## src/rtl/hex_disp_pkg.sv

```systemverilog
// Shared types and constants for the hex display sequencer: FSM states,
// default digit register map and the seven-segment glyph table.
package hex_disp_pkg;

  typedef enum logic [1:0] {
    IDLE = 2'd0,
    XFER = 2'd1,
    FIN  = 2'd2
  } state_t;

  localparam int          ADDR_W_DEFAULT      = 12;
  localparam logic [11:0] HEX_BASE_DEFAULT    = 12'h00C;
  localparam int          ADDR_STRIDE_DEFAULT = 4;
  localparam int          DIGIT_COUNT         = 6;
  localparam int          IDX_W               = 3;

  // Glyphs in active-high form, bit0 = segment a through bit6 = segment g.
  localparam logic [15:0][6:0] SEG_TABLE = {
    7'h71, 7'h79, 7'h5E, 7'h39, 7'h7C, 7'h77, 7'h6F, 7'h7F,
    7'h07, 7'h7D, 7'h6D, 7'h66, 7'h4F, 7'h5B, 7'h06, 7'h3F
  };

  localparam logic [6:0] BLANK = 7'h00;

  function automatic logic [6:0] seg_active_high(input logic [3:0] nibble);
    return SEG_TABLE[nibble];
  endfunction

endpackage

```

## src/rtl/hex_to_7seg.sv

```systemverilog
// Combinational nibble to seven-segment converter with blanking and
// selectable segment polarity.
module hex_to_7seg
  import hex_disp_pkg::*;
#(
  parameter bit ACTIVE_LOW = 1'b1
) (
  input  logic [3:0] nibble,
  input  logic       blank,
  output logic [6:0] seg
);

  logic [6:0] pattern;

  // Blanking is applied before polarity so "all off" follows ACTIVE_LOW too.
  always_comb begin
    pattern = blank ? BLANK : seg_active_high(nibble);
    seg     = ACTIVE_LOW ? ~pattern : pattern;
  end

endmodule

```

## src/rtl/hex_display_sequencer.sv

```systemverilog
// Bus-master sequencer that writes six seven-segment digit registers of the
// GPIO peripheral from a latched 24-bit hex value, one write per granted cycle.
module hex_display_sequencer
  import hex_disp_pkg::*;
#(
  parameter int                ADDR_W      = ADDR_W_DEFAULT,
  parameter logic [ADDR_W-1:0] HEX_BASE    = ADDR_W'(HEX_BASE_DEFAULT),
  parameter int                ADDR_STRIDE = ADDR_STRIDE_DEFAULT,
  parameter int                NUM_DIGITS  = DIGIT_COUNT,
  parameter bit                ACTIVE_LOW  = 1'b1
) (
  input  logic              clk,
  input  logic              rst,
  input  logic              start,
  input  logic [23:0]       value,
  input  logic [5:0]        blank_mask,
  output logic              busy,
  output logic              done,
  output logic              bus_req,
  input  logic              bus_gnt,
  output logic              CS,
  output logic              WEN,
  output logic              REN,
  output logic [ADDR_W-1:0] Addr,
  output logic [31:0]       DataOut
);

  localparam logic [IDX_W-1:0] LAST_IDX = IDX_W'(NUM_DIGITS - 1);

  state_t           state;
  logic [IDX_W-1:0] idx;
  logic [23:0]      value_q;
  logic [5:0]       mask_q;
  logic [3:0]       nibble;
  logic             blank;
  logic [6:0]       seg;
  logic             in_xfer;

  // Single FSM: a write is only counted on an edge where the arbiter granted.
  always_ff @(posedge clk) begin
    if (rst) begin
      state   <= IDLE;
      idx     <= '0;
      busy    <= 1'b0;
      done    <= 1'b0;
      bus_req <= 1'b0;
      value_q <= '0;
      mask_q  <= '0;
    end else begin
      case (state)
        IDLE: begin
          done <= 1'b0;
          if (start) begin
            value_q <= value;
            mask_q  <= blank_mask;
            idx     <= '0;
            busy    <= 1'b1;
            bus_req <= 1'b1;
            state   <= XFER;
          end
        end
        XFER: begin
          if (bus_gnt) begin
            if (idx == LAST_IDX) begin
              idx     <= '0;
              busy    <= 1'b0;
              bus_req <= 1'b0;
              done    <= 1'b1;
              state   <= FIN;
            end else begin
              idx <= idx + 1'b1;
            end
          end
        end
        FIN: begin
          done  <= 1'b0;
          state <= IDLE;
        end
        default: begin
          idx     <= '0;
          busy    <= 1'b0;
          done    <= 1'b0;
          bus_req <= 1'b0;
          state   <= IDLE;
        end
      endcase
    end
  end

  assign nibble = value_q[{idx, 2'b00} +: 4];
  assign blank  = mask_q[idx];

  hex_to_7seg #(
    .ACTIVE_LOW(ACTIVE_LOW)
  ) u_hex_to_7seg (
    .nibble(nibble),
    .blank (blank),
    .seg   (seg)
  );

  // Bus strobes follow the grant directly so a stalled cycle never writes.
  assign in_xfer = (state == XFER);
  assign CS      = in_xfer & bus_gnt;
  assign WEN     = in_xfer & bus_gnt;
  assign REN     = 1'b0;
  assign Addr    = in_xfer ? HEX_BASE + ADDR_W'(ADDR_STRIDE * int'(idx)) : '0;
  assign DataOut = in_xfer ? {25'b0, seg} : '0;

endmodule

```

## config.mk

```make
export PLATFORM = sky130hd
export DESIGN_NAME = hex_display_sequencer
export DESIGN_NICKNAME = d
export VERILOG_FILES = /design/src/rtl/hex_disp_pkg.sv /design/src/rtl/hex_to_7seg.sv /design/src/rtl/hex_display_sequencer.sv
export SDC_FILE = /design/constraint.sdc
export NUM_CORES = 1
export LEC_CHECK = 0
export BUFFER_PORTS_ARGS = -buffer_cell sky130_fd_sc_hd__buf_2
export CORE_MARGIN = 2
export CORE_UTILIZATION = 45
export CTS_CLUSTER_SIZE = 8
export DETAILED_ROUTE_END_ITERATION = 12
export PLACE_DENSITY = 0.73
export REMOVE_ABC_BUFFERS = 1
export SYNTH_ARGS = -nofsm -noshare
export SYNTH_HDL_FRONTEND = slang
export SYNTH_SLANG_ARGS = --single-unit
```

## constraint.sdc

```tcl
create_clock -name clk -period 3.3 [get_ports clk]
set_input_delay 0.165 -clock clk [delete_from_list [all_inputs] [get_ports clk]]
set_output_delay 0.165 -clock clk [all_outputs]
set_load 0.05 [all_outputs]
```

==> impl_metrics.csv, run 1 <==
group,metric,value,unit
worst_hold_path,hold-path-endpoint,"mask_q[3]",
critical_path,critPathLaunchType,"register",
timing,setup-tns-final,0,ns
timing,grt_setup_unrepaired,"false",
synthesis,ys.flop_type,"dfxtp_1",
floorplanning,die_area,0.00590,mm^2
floorplanning,die_h,76.8,um
synthesis,ys_ff_latch,37,
timing,setup_violations,0,
timing,hold_violations,0,
final_layout,nets,387,
critical_path,crit_arrival,2.83,ns
timing,layout_setup_ws,0.304,ns
timing,drv_slew,0,
final_layout,n_antenna_cell,0,
final_layout,area_growth_syn_to_layout,9.65,%
worst_hold_path,hp-start,"blank_mask[3]",
cts,htree_levels,2,
drt,drt_pre_antenna_iters,6,
cts,cts-buffers-inserted,5,
worst_hold_path,hold_class,"input pin to register",
outcome,status,"completed",
cts,clock-root-buffer,"clkbuf_8",
cts,clkLatencyLatePin,0.29,ns
floorplanning,core_area,0.00511,mm^2
critical_path,cp.required,3.13,ns
synthesis,synth_edf_count,0,
final_layout,drive_above_1_share,21.2,%
drt,dr.first_iter.drc_count,104,
synthesis,netlist_area,0.00238,mm^2
worst_hold_path,min_path_cells,3,
global_routing,grt_max_degree,37,
synthesis,post_synth.cell_area_avg,7.79,um^2
power_and_ir_drop,p_per_area,444,mW/mm^2
cts,post-cts-setup-buffers,0,
critical_path,worst_r2r_path_depth,7,
synthesis,yosysSeqAreaShare,31.1,%
power_and_ir_drop,vdd.ir_drop.worst,0.267,mV
drt,avgRoutedWirePerCell,11.9,um
timing,holdWs,0.104,ns
floorplanning,rows,26,
synthesis,ys_warn_count,0,
floorplanning,die_w,76.8,um
floorplanning,start_util,46.7,%
cts,cts_resized,0,
critical_path,rrSetupSlack,1.46,ns
global_routing,grt_pass1_vias,1747,
timing,timing.slew.headroom,55.3,%
job,drv_cap,0,
timing,tightestPinTransition,0.670,ns
floorplanning,pin_count,84,
cts,clock_sinks,37,
drt,vias_per_cell,4.86,
cts,clkTransAtPathRegs,0.08,ns
critical_path,worst-path-max-fanout,10,
critical_path,crit_type,"register to output pin",
synthesis,syn_inst,306,
cts,clockBufferDepth,2,
drt,drt_wl_total,4.93,mm
drt,antenna_left,0,
timing,finalCritPeriodShare,90.8,%
drt,drc,0,
global_routing,track_usage,17.1,%
power_and_ir_drop,power,0.00116,W
placed_design,port_buffers,49,
synthesis,synthArstFlopShare,0,%
placed_design,gp_congestion,0.887,
critical_path,cp-end-kind,"output pin",
critical_path,rr_endpoint,"idx[1]",
synthesis,ys_types,47,
placed_design,place_hpwl,3.67,mm
global_routing,grt-ovfl-total,0,
placed_design,dp_slack,0.617,ns
cts,tritoncts,"yes",
power_and_ir_drop,p_leak,1.15,nW
global_routing,antenna_found_initial,0,
timing,fmax,334,MHz
drt,via_count,2011,
cts,hold_buffers,0,
global_routing,grt_pass1_wl,8.21,mm
timing,skew,0.00978,ns
timing,fin_crit,3.00,ns
critical_path,reg2reg_from,"idx[1]",
cell usage after synthesis (2+ instances only):
| cell type | n | share of area (%) |
|---|---|---|
| nand2_1 | 75 | 12 |
| a21oi_1 | 38 | 8.0 |
| dfxtp_1 | 37 | 31 |
| buf_4 | 36 | 11 |
| clkbuf_1 | 14 | 2.2 |
| mux2i_1 | 13 | 5.5 |
| ha_1 | 10 | 5.2 |
| nand3_1 | 9 | 1.9 |
| nor2_1 | 9 | 1.4 |
| inv_1 | 7 | 1.1 |
| nand2b_1 | 4 | 1.0 |
| mux2_2 | 3 | 1.4 |
| nor3b_1 | 3 | 0.94 |
| o2111ai_1 | 3 | 1.1 |
| o21ai_0 | 3 | 0.63 |
| a21o_1 | 2 | 0.63 |
| a31oi_1 | 2 | 0.52 |
| buf_1 | 2 | 0.31 |
| buf_2 | 2 | 0.42 |
| buf_6 | 2 | 0.94 |
| mux4_2 | 2 | 1.9 |
| nand3b_1 | 2 | 0.63 |
| nor2b_1 | 2 | 0.52 |
| nor3_1 | 2 | 0.42 |
| o21a_1 | 2 | 0.63 |
cell families after synthesis:
group	Yosys count	share of synthesized area [%]
AO/OA/AOI/OAI	61	16.4
XOR/XNOR	2	0.735
adder cells (fa/ha/maj)	10	5.25
buffers and inverters	63	16.3
flip-flops	37	31.1
multiplexers	18	8.76
other	1	0.157
AND/OR/NAND/NOR	114	21.4
through the flow:
step / std cells / area, um^2 / utilization (%)
global placement: 406 / 2510 / 49.2
detailed placement: 406 / 2510 / 49.2
finish: 414 / 2620 / 51.2
global route: 414 / 2620 / 51.2
CTS: 414 / 2620 / 51.2
floorplan: 283 / 2150 / -
power breakdown:
part           switching [W]  internal [W]
logic               0.000239     0.0000853
clock network       0.000158      0.000189
registers          0.0000182      0.000472
registers in the layout, indices dropped and copies added (netlist names):
| register | count |
|---|---|
| value_q | 24 |
| mask_q | 6 |
| idx | 3 |
| state | 2 |
| bus_req | 1 |
| done | 1 |
routing by layer:
metal / vias to the layer above / global-route usage, % / part of all wire, %
li1: 1036 / - / -
met1: 903 / 24.1 / 50
met2: 65 / 24.8 / 43
met3: 7 / 3.65 / 5.7
met4: 0 / 7.64 / 1.8
met5: - / 0 / 0
layout by cell type (no fill, tap or decap), types with 2 or more instances in the layout:
master / count
a21o_1: 2
mux2i_1: 13
dfxtp_1: 37
nand3_1: 9
nand3b_1: 2
nand2b_1: 4
nor2b_1: 2
mux2_2: 3
o21a_1: 2
nor2_1: 9
a31oi_1: 2
ha_1: 10
o2111ai_1: 3
nor3_1: 2
inv_1: 7
nand2_1: 75
nor3b_1: 2
buf_4: 4
mux4_2: 2
o21ai_0: 3
buf_2: 49
conb_1: 34
clkbuf_8: 7
a21oi_1: 38
layout make-up:
class                      count  area, um^2
clock inverter                 1        5.00
fill                         533        2490
sequential                    37         741
inverter                       7        26.3
multi-input combinational    239        1380
timing repair buffer          53         275
clock buffer                   7        96.3
tap                           70        87.6
worst max path at each step:
stage                     startpoint          to  slack [ns]  cells past startpoint
after CTS                     idx[1]  DataOut[0]        0.31                      8
final                         idx[1]  DataOut[0]        0.30                      8
after floorplan               idx[1]  DataOut[5]       -0.42                      6
after detailed placement      idx[1]  DataOut[0]        0.62                      8
after global placement        idx[1]  DataOut[0]        0.71                      8
after global routing          idx[1]  DataOut[6]        0.05                     10
worst max-delay path, stage by stage, from the launching register on:
cell      delay (ns)
dfxtp_1         0.59
mux2i_1         0.34
mux2i_1         0.11
o21ai_0         0.34
ha_1            0.31
nand2_1         0.09
and4bb_2        0.24
a311oi_2        0.22
buf_2           0.30
Power figures use the tool's default switching activity.
==> inputs of run 2 (changes only) <==
- CELL_PAD_IN_SITES_DETAIL_PLACEMENT: not set -> 2
- CELL_PAD_IN_SITES_GLOBAL_PLACEMENT: not set -> 2
- CORE_UTILIZATION: 45 -> 27
- PLACE_DENSITY: 0.73 -> not set
- PLACE_DENSITY_LB_ADDON: not set -> 0.1
==> run 2 against run 1 <==
  * Sequential power barely moved
  * Worst hold slack worse by 0.00093 ns
  * Maximum frequency rose by 1.8%
  * Global-route usage fell by 3.6 points
  * Critical path type unchanged
  * Sequential cell count unchanged
  * Critical endpoint unchanged
==> impl_metrics.csv, run 2 (synthesis results as in run 1) <==
group,metric,value,unit
cts,post-cts-setup-buffers,0,
timing,fmax,340,MHz
critical_path,reg2reg_from,"state[0]",
critical_path,worst-path-max-fanout,6,
drt,vias_per_cell,4.52,
timing,fin_crit,2.94,ns
drt,via_count,2045,
cts,clockBufferDepth,2,
cts,cts_resized,0,
final_layout,multi_input_area,0.00138,mm^2
final_layout,largest_reg_flops,24,
outcome,status,"completed",
cts,tritoncts,"yes",
floorplanning,die_area,0.00960,mm^2
global_routing,antenna_found_initial,0,
cts,clkTransAtPathRegs,0.09,ns
cts,clock_sinks,37,
critical_path,cp-end-kind,"output pin",
drt,drt_wl_total,6.35,mm
worst_hold_path,hold_class,"input pin to register",
timing,skew,0.00889,ns
timing,timing.slew.headroom,52.2,%
global_routing,grt_pass1_wl,10.6,mm
cts,hold_buffers,0,
cts,clock-root-buffer,"clkbuf_8",
drt,drc,0,
final_layout,fin_util,31.0,%
drt,antenna_left,0,
final_layout,num-fill-cells,1053,
global_routing,track_usage,13.4,%
final_layout,fin_area,0.00268,mm^2
drt,drt_pre_antenna_iters,4,
final_layout,final_common_cell,"nand2_1",
drt,dr.first_iter.drc_count,41,
floorplanning,pin_count,84,
critical_path,crit_type,"register to output pin",
cts,clkLatencyLatePin,0.29,ns
final_layout,mostFrequentLayoutCells,"75 x nand2_1, 49 x buf_2, 38 x a21oi_1",
critical_path,critPathLaunchType,"register",
floorplanning,core_area,0.00864,mm^2
final_layout,area_growth_syn_to_layout,12.3,%
placed_design,gp_congestion,0.780,
timing,finalCritPeriodShare,89.2,%
critical_path,crit_arrival,2.78,ns
drt,avgRoutedWirePerCell,14.1,um
final_layout,n_antenna_cell,0,
timing,hold_violations,0,
critical_path,critPathLaunch,"idx[1]",
timing,drv_slew,0,
critical_path,cp.required,3.13,ns
timing,grt_setup_unrepaired,"false",
cts,htree_levels,2,
floorplanning,die_w,98.0,um
power_and_ir_drop,vdd.ir_drop.worst,0.217,mV
job,drv_cap,0,
cts,cts-buffers-inserted,5,
placed_design,place_hpwl,4.85,mm
floorplanning,die_h,98.0,um
floorplanning,rows,34,
global_routing,grt_max_degree,37,
floorplanning,start_util,27.6,%
final_layout,nets,387,
global_routing,grt-ovfl-total,0,
power_and_ir_drop,p_per_area,459,mW/mm^2
final_layout,drive_above_1_share,21.5,%
final_layout,largest-register,"value_q",
worst_hold_path,hp-start,"blank_mask[1]",
timing,tightestPinTransition,0.717,ns
power_and_ir_drop,p_leak,1.15,nW
placed_design,port_buffers,49,
final_layout,largestRegisters,"value_q (24), mask_q (6), idx (3)",
global_routing,grt_pass1_vias,2112,
timing,setup_violations,0,
final_layout,regArea,742,um^2
placed_design,placed_cell_area,0.00256,mm^2
run 2: cell types whose count changed in the layout (fill, tap and decap cells not counted), sizes merged:
cell	previous run	this run
bufinv	0	1
clkbuf	7	5
clkinvlp	0	1
run 2: cell type report:
type                    count  share of cell area (%)
clock buffers               5                    2.57
inverters                   7                   0.981
well taps                 108                    5.05
clock inverters             3                    1.73
flip-flops and latches     37                    27.7
repair buffers             53                    10.3
multi-input cells         239                    51.7
run 2: per-layer routing:
layer / global-route usage [%] / vias up / routed length, um
met5: 0 / - / 0
met4: 3.42 / 0 / 79
met3: 2.51 / 7 / 278
met2: 21.9 / 56 / 2880
met1: 18.4 / 954 / 3110
li1: - / 1028 / -
run 2: stage by stage:
step	cells	hold slack (ns)	setup TNS [ns]	total power [W]	setup WS, ns
2_1_floorplan	283	0.234	-0.417	0.000750	-0.417
3_3_place_gp	444	0.409	0	0.000833	0.605
3_5_place_dp	444	0.414	0	0.000839	0.482
4_1_cts	452	0.0967	0	0.00125	0.137
5_1_grt	452	0.0937	0	0.00130	0.0549
6_report	452	0.103	0	0.00123	0.357
run 2: worst max-delay path, stage by stage (launching register included):
cell,delay [ns]
dfxtp_1,0.53
mux2i_1,0.37
mux2i_1,0.13
o21ai_1,0.28
ha_1,0.29
nand2_1,0.10
and4bb_2,0.25
a311oi_2,0.23
buf_2,0.30
run 2: path summary, 6_finish.rpt:
| check | depth (start not counted) | end | slack, ns |
|---|---|---|---|
| min reg2reg | 2 | value_q[3] | 0.46 |
| max reg2reg | 4 | bus_req | 1.51 |
| max | 8 | DataOut[0] | 0.36 |
| min | 3 | mask_q[1] | 0.10 |
run 2: where the power goes:
| group | switching (W) | internal (W) |
|---|---|---|
| logic | 0.000247 | 0.0000861 |
| clock network | 0.000179 | 0.000226 |
| registers | 0.0000185 | 0.000472 |
==> inputs of run 3 (changes only) <==
- PLACE_DENSITY: not set -> 0.83
- PLACE_DENSITY_LB_ADDON: 0.1 -> not set
==> run 3 against run 2 <==
  * First-iteration DRC count increased by 20%
  * Final cell count did not move
  * Register-to-register slack lost 0.13 ns
  * Combinational power hardly changed
  * Sequential share of layout area decreased by 0.052 points
  * Sequential cell count stayed put
  * Final area rose by 0.19%
==> impl_metrics.csv, run 3 (synthesis results as in run 1) <==
group,metric,value,unit
power_and_ir_drop,p_leak,1.16,nW
timing,fmax,336,MHz
cts,cts_resized,0,
final_layout,multi_input_area,0.00138,mm^2
global_routing,antenna_found_initial,0,
floorplanning,die_h,98.0,um
drt,dr.first_iter.drc_count,49,
timing,grt_setup_unrepaired,"false",
critical_path,cpMostUsedCell,"mux2i_1",
drt,drt_pre_antenna_iters,4,
final_layout,num-fill-cells,1063,
critical_path,cp-end-kind,"output pin",
timing,hold_violations,0,
critical_path,crit_family,"multiplexers",
floorplanning,core_area,0.00864,mm^2
outcome,status,"completed",
final_layout,nets,387,
timing,tightestPinTransition,0.716,ns
drt,antenna_left,0,
drt,drc,0,
power_and_ir_drop,internal_power,0.000804,W
timing,skew,0.00723,ns
job,drv_cap,0,
critical_path,path_buf_inv,3,
global_routing,grt.busiest_layer,"met2",
cts,tritoncts,"yes",
timing,setup-tns-final,0,ns
placed_design,gp_congestion,0.888,
power_and_ir_drop,p_per_area,465,mW/mm^2
timing,drv_slew,0,
timing,finalCritPeriodShare,90.2,%
final_layout,mostFrequentLayoutCells,"75 x nand2_1, 49 x buf_2, 38 x a21oi_1",
timing,timing.slew.headroom,52.3,%
floorplanning,start_util,27.6,%
floorplanning,rows,34,
cts,clock-root-buffer,"clkbuf_8",
final_layout,area_growth_syn_to_layout,12.5,%
floorplanning,die_area,0.00960,mm^2
timing,holdWs,0.0996,ns
power_and_ir_drop,p_sw,0.000443,W
placed_design,place_hpwl,4.90,mm
placed_design,placed_cell_area,0.00256,mm^2
global_routing,grt_pass1_wl,10.4,mm
power_and_ir_drop,comb_power_share,26.9,%
final_layout,drive_above_1_share,21.5,%
cts,clkTransAtPathRegs,0.08,ns
critical_path,slowest_stage,"dfxtp_1",
power_and_ir_drop,clkPwrFrac,33.6,%
power_and_ir_drop,power_frac_seq,39.4,%
critical_path,crit_arrival,2.81,ns
global_routing,grt_max_degree,37,
final_layout,largest_reg_flops,24,
cts,clockBufferDepth,2,
final_layout,largestRegisters,"value_q (24), mask_q (6), idx (3)",
timing,layout_setup_ws,0.324,ns
placed_design,dp_slack,0.394,ns
cts,hold_buffers,0,
cts,post-cts-setup-buffers,0,
cts,clock_sinks,37,
global_routing,grt_use_met3,2.51,%
timing,fin_crit,2.98,ns
drt,via_count,2070,
drt,avgRoutedWirePerCell,14.3,um
critical_path,crit_type,"register to output pin",
final_layout,largest-register,"value_q",
final_layout,fin_area,0.00268,mm^2
floorplanning,die_w,98.0,um
cts,htree_levels,2,
cts,cts-buffers-inserted,5,
power_and_ir_drop,netSwitchingFraction,35.5,%
critical_path,critPathLaunchType,"register",
power_and_ir_drop,vdd.ir_drop.worst,0.187,mV
floorplanning,pin_count,84,
drt,vias_per_cell,4.58,
power_and_ir_drop,power,0.00125,W
global_routing,track_usage,13.3,%
final_layout,n_antenna_cell,0,
critical_path,worst-path-max-fanout,8,
final_layout,final_common_cell,"nand2_1",
placed_design,port_buffers,49,
critical_path,max_stage_delay,0.57,ns
worst_hold_path,hold_class,"input pin to register",
global_routing,grt_pass1_vias,2033,
cts,clkLatencyLatePin,0.30,ns
global_routing,use_met2,22.0,%
drt,drt_wl_total,6.45,mm
critical_path,worstPathCellList,"mux2i_1 > mux2i_1 > o21ai_1 > inv_1 > ha_1 > inv_1 > o2111ai_1 > mux2i_1 > a21oi_1 > buf_2",
global_routing,met1_usage,18.0,%
global_routing,grt-ovfl-total,0,
timing,setup_violations,0,
final_layout,regArea,742,um^2
critical_path,cp.required,3.13,ns
## run 3: cell count changes in the layout (fill, tap and decap cells not counted)
cell,change
clkbuf_8,+1
clkinv_4,-1
## run 3: power groups by stage
stage	sequential, W	clock, W	combinational (W)
after detailed placement	0.000503	0	0.000338
after global routing	0.000496	0.000443	0.000363
after CTS	0.000492	0.000426	0.000339
after global placement	0.000501	0	0.000328
final	0.000492	0.000419	0.000336
after floorplan	0.000506	0	0.000244
## run 3: path summary, 6_finish.rpt
| check | startpoint | to | slack [ns] | cells after the start |
|---|---|---|---|---|
| hold / removal | blank_mask[1] | mask_q[1] | 0.1 | 3 |
| hold reg to reg | value_q[4] | value_q[4] | 0.46 | 2 |
| setup / recovery | idx[1] | DataOut[6] | 0.32 | 10 |
| setup reg to reg | idx[1] | idx[1] | 1.38 | 7 |
## run 3: tightest hold or removal path, delay by kind of cell
family	cells	cell delay [ns]
AO/OA/AOI/OAI	1	0.05
buffers and inverters	1	0.10
AND/OR/NAND/NOR	1	0.05
## run 3: final cells by class
class / count / area share [%]
clock inverter: 2 / 1.40
sequential: 37 / 27.7
clock buffer: 6 / 3.08
tap: 108 / 5.04
timing repair buffer: 53 / 10.3
inverter: 7 / 0.979
multi-input combinational: 239 / 51.6
## run 3: through the flow
step                util, %  cells
floorplan                 -    283
global placement       29.7    444
detailed placement     29.7    444
CTS                    31.0    452
global route           31.1    452
finish                 31.1    452
## run 3: routing by layer
layer / vias up / share of wire, %
met2: 57 / 48
met5: - / 0
met1: 976 / 46
li1: 1031 / -
met4: 0 / 0.93
met3: 6 / 4.9
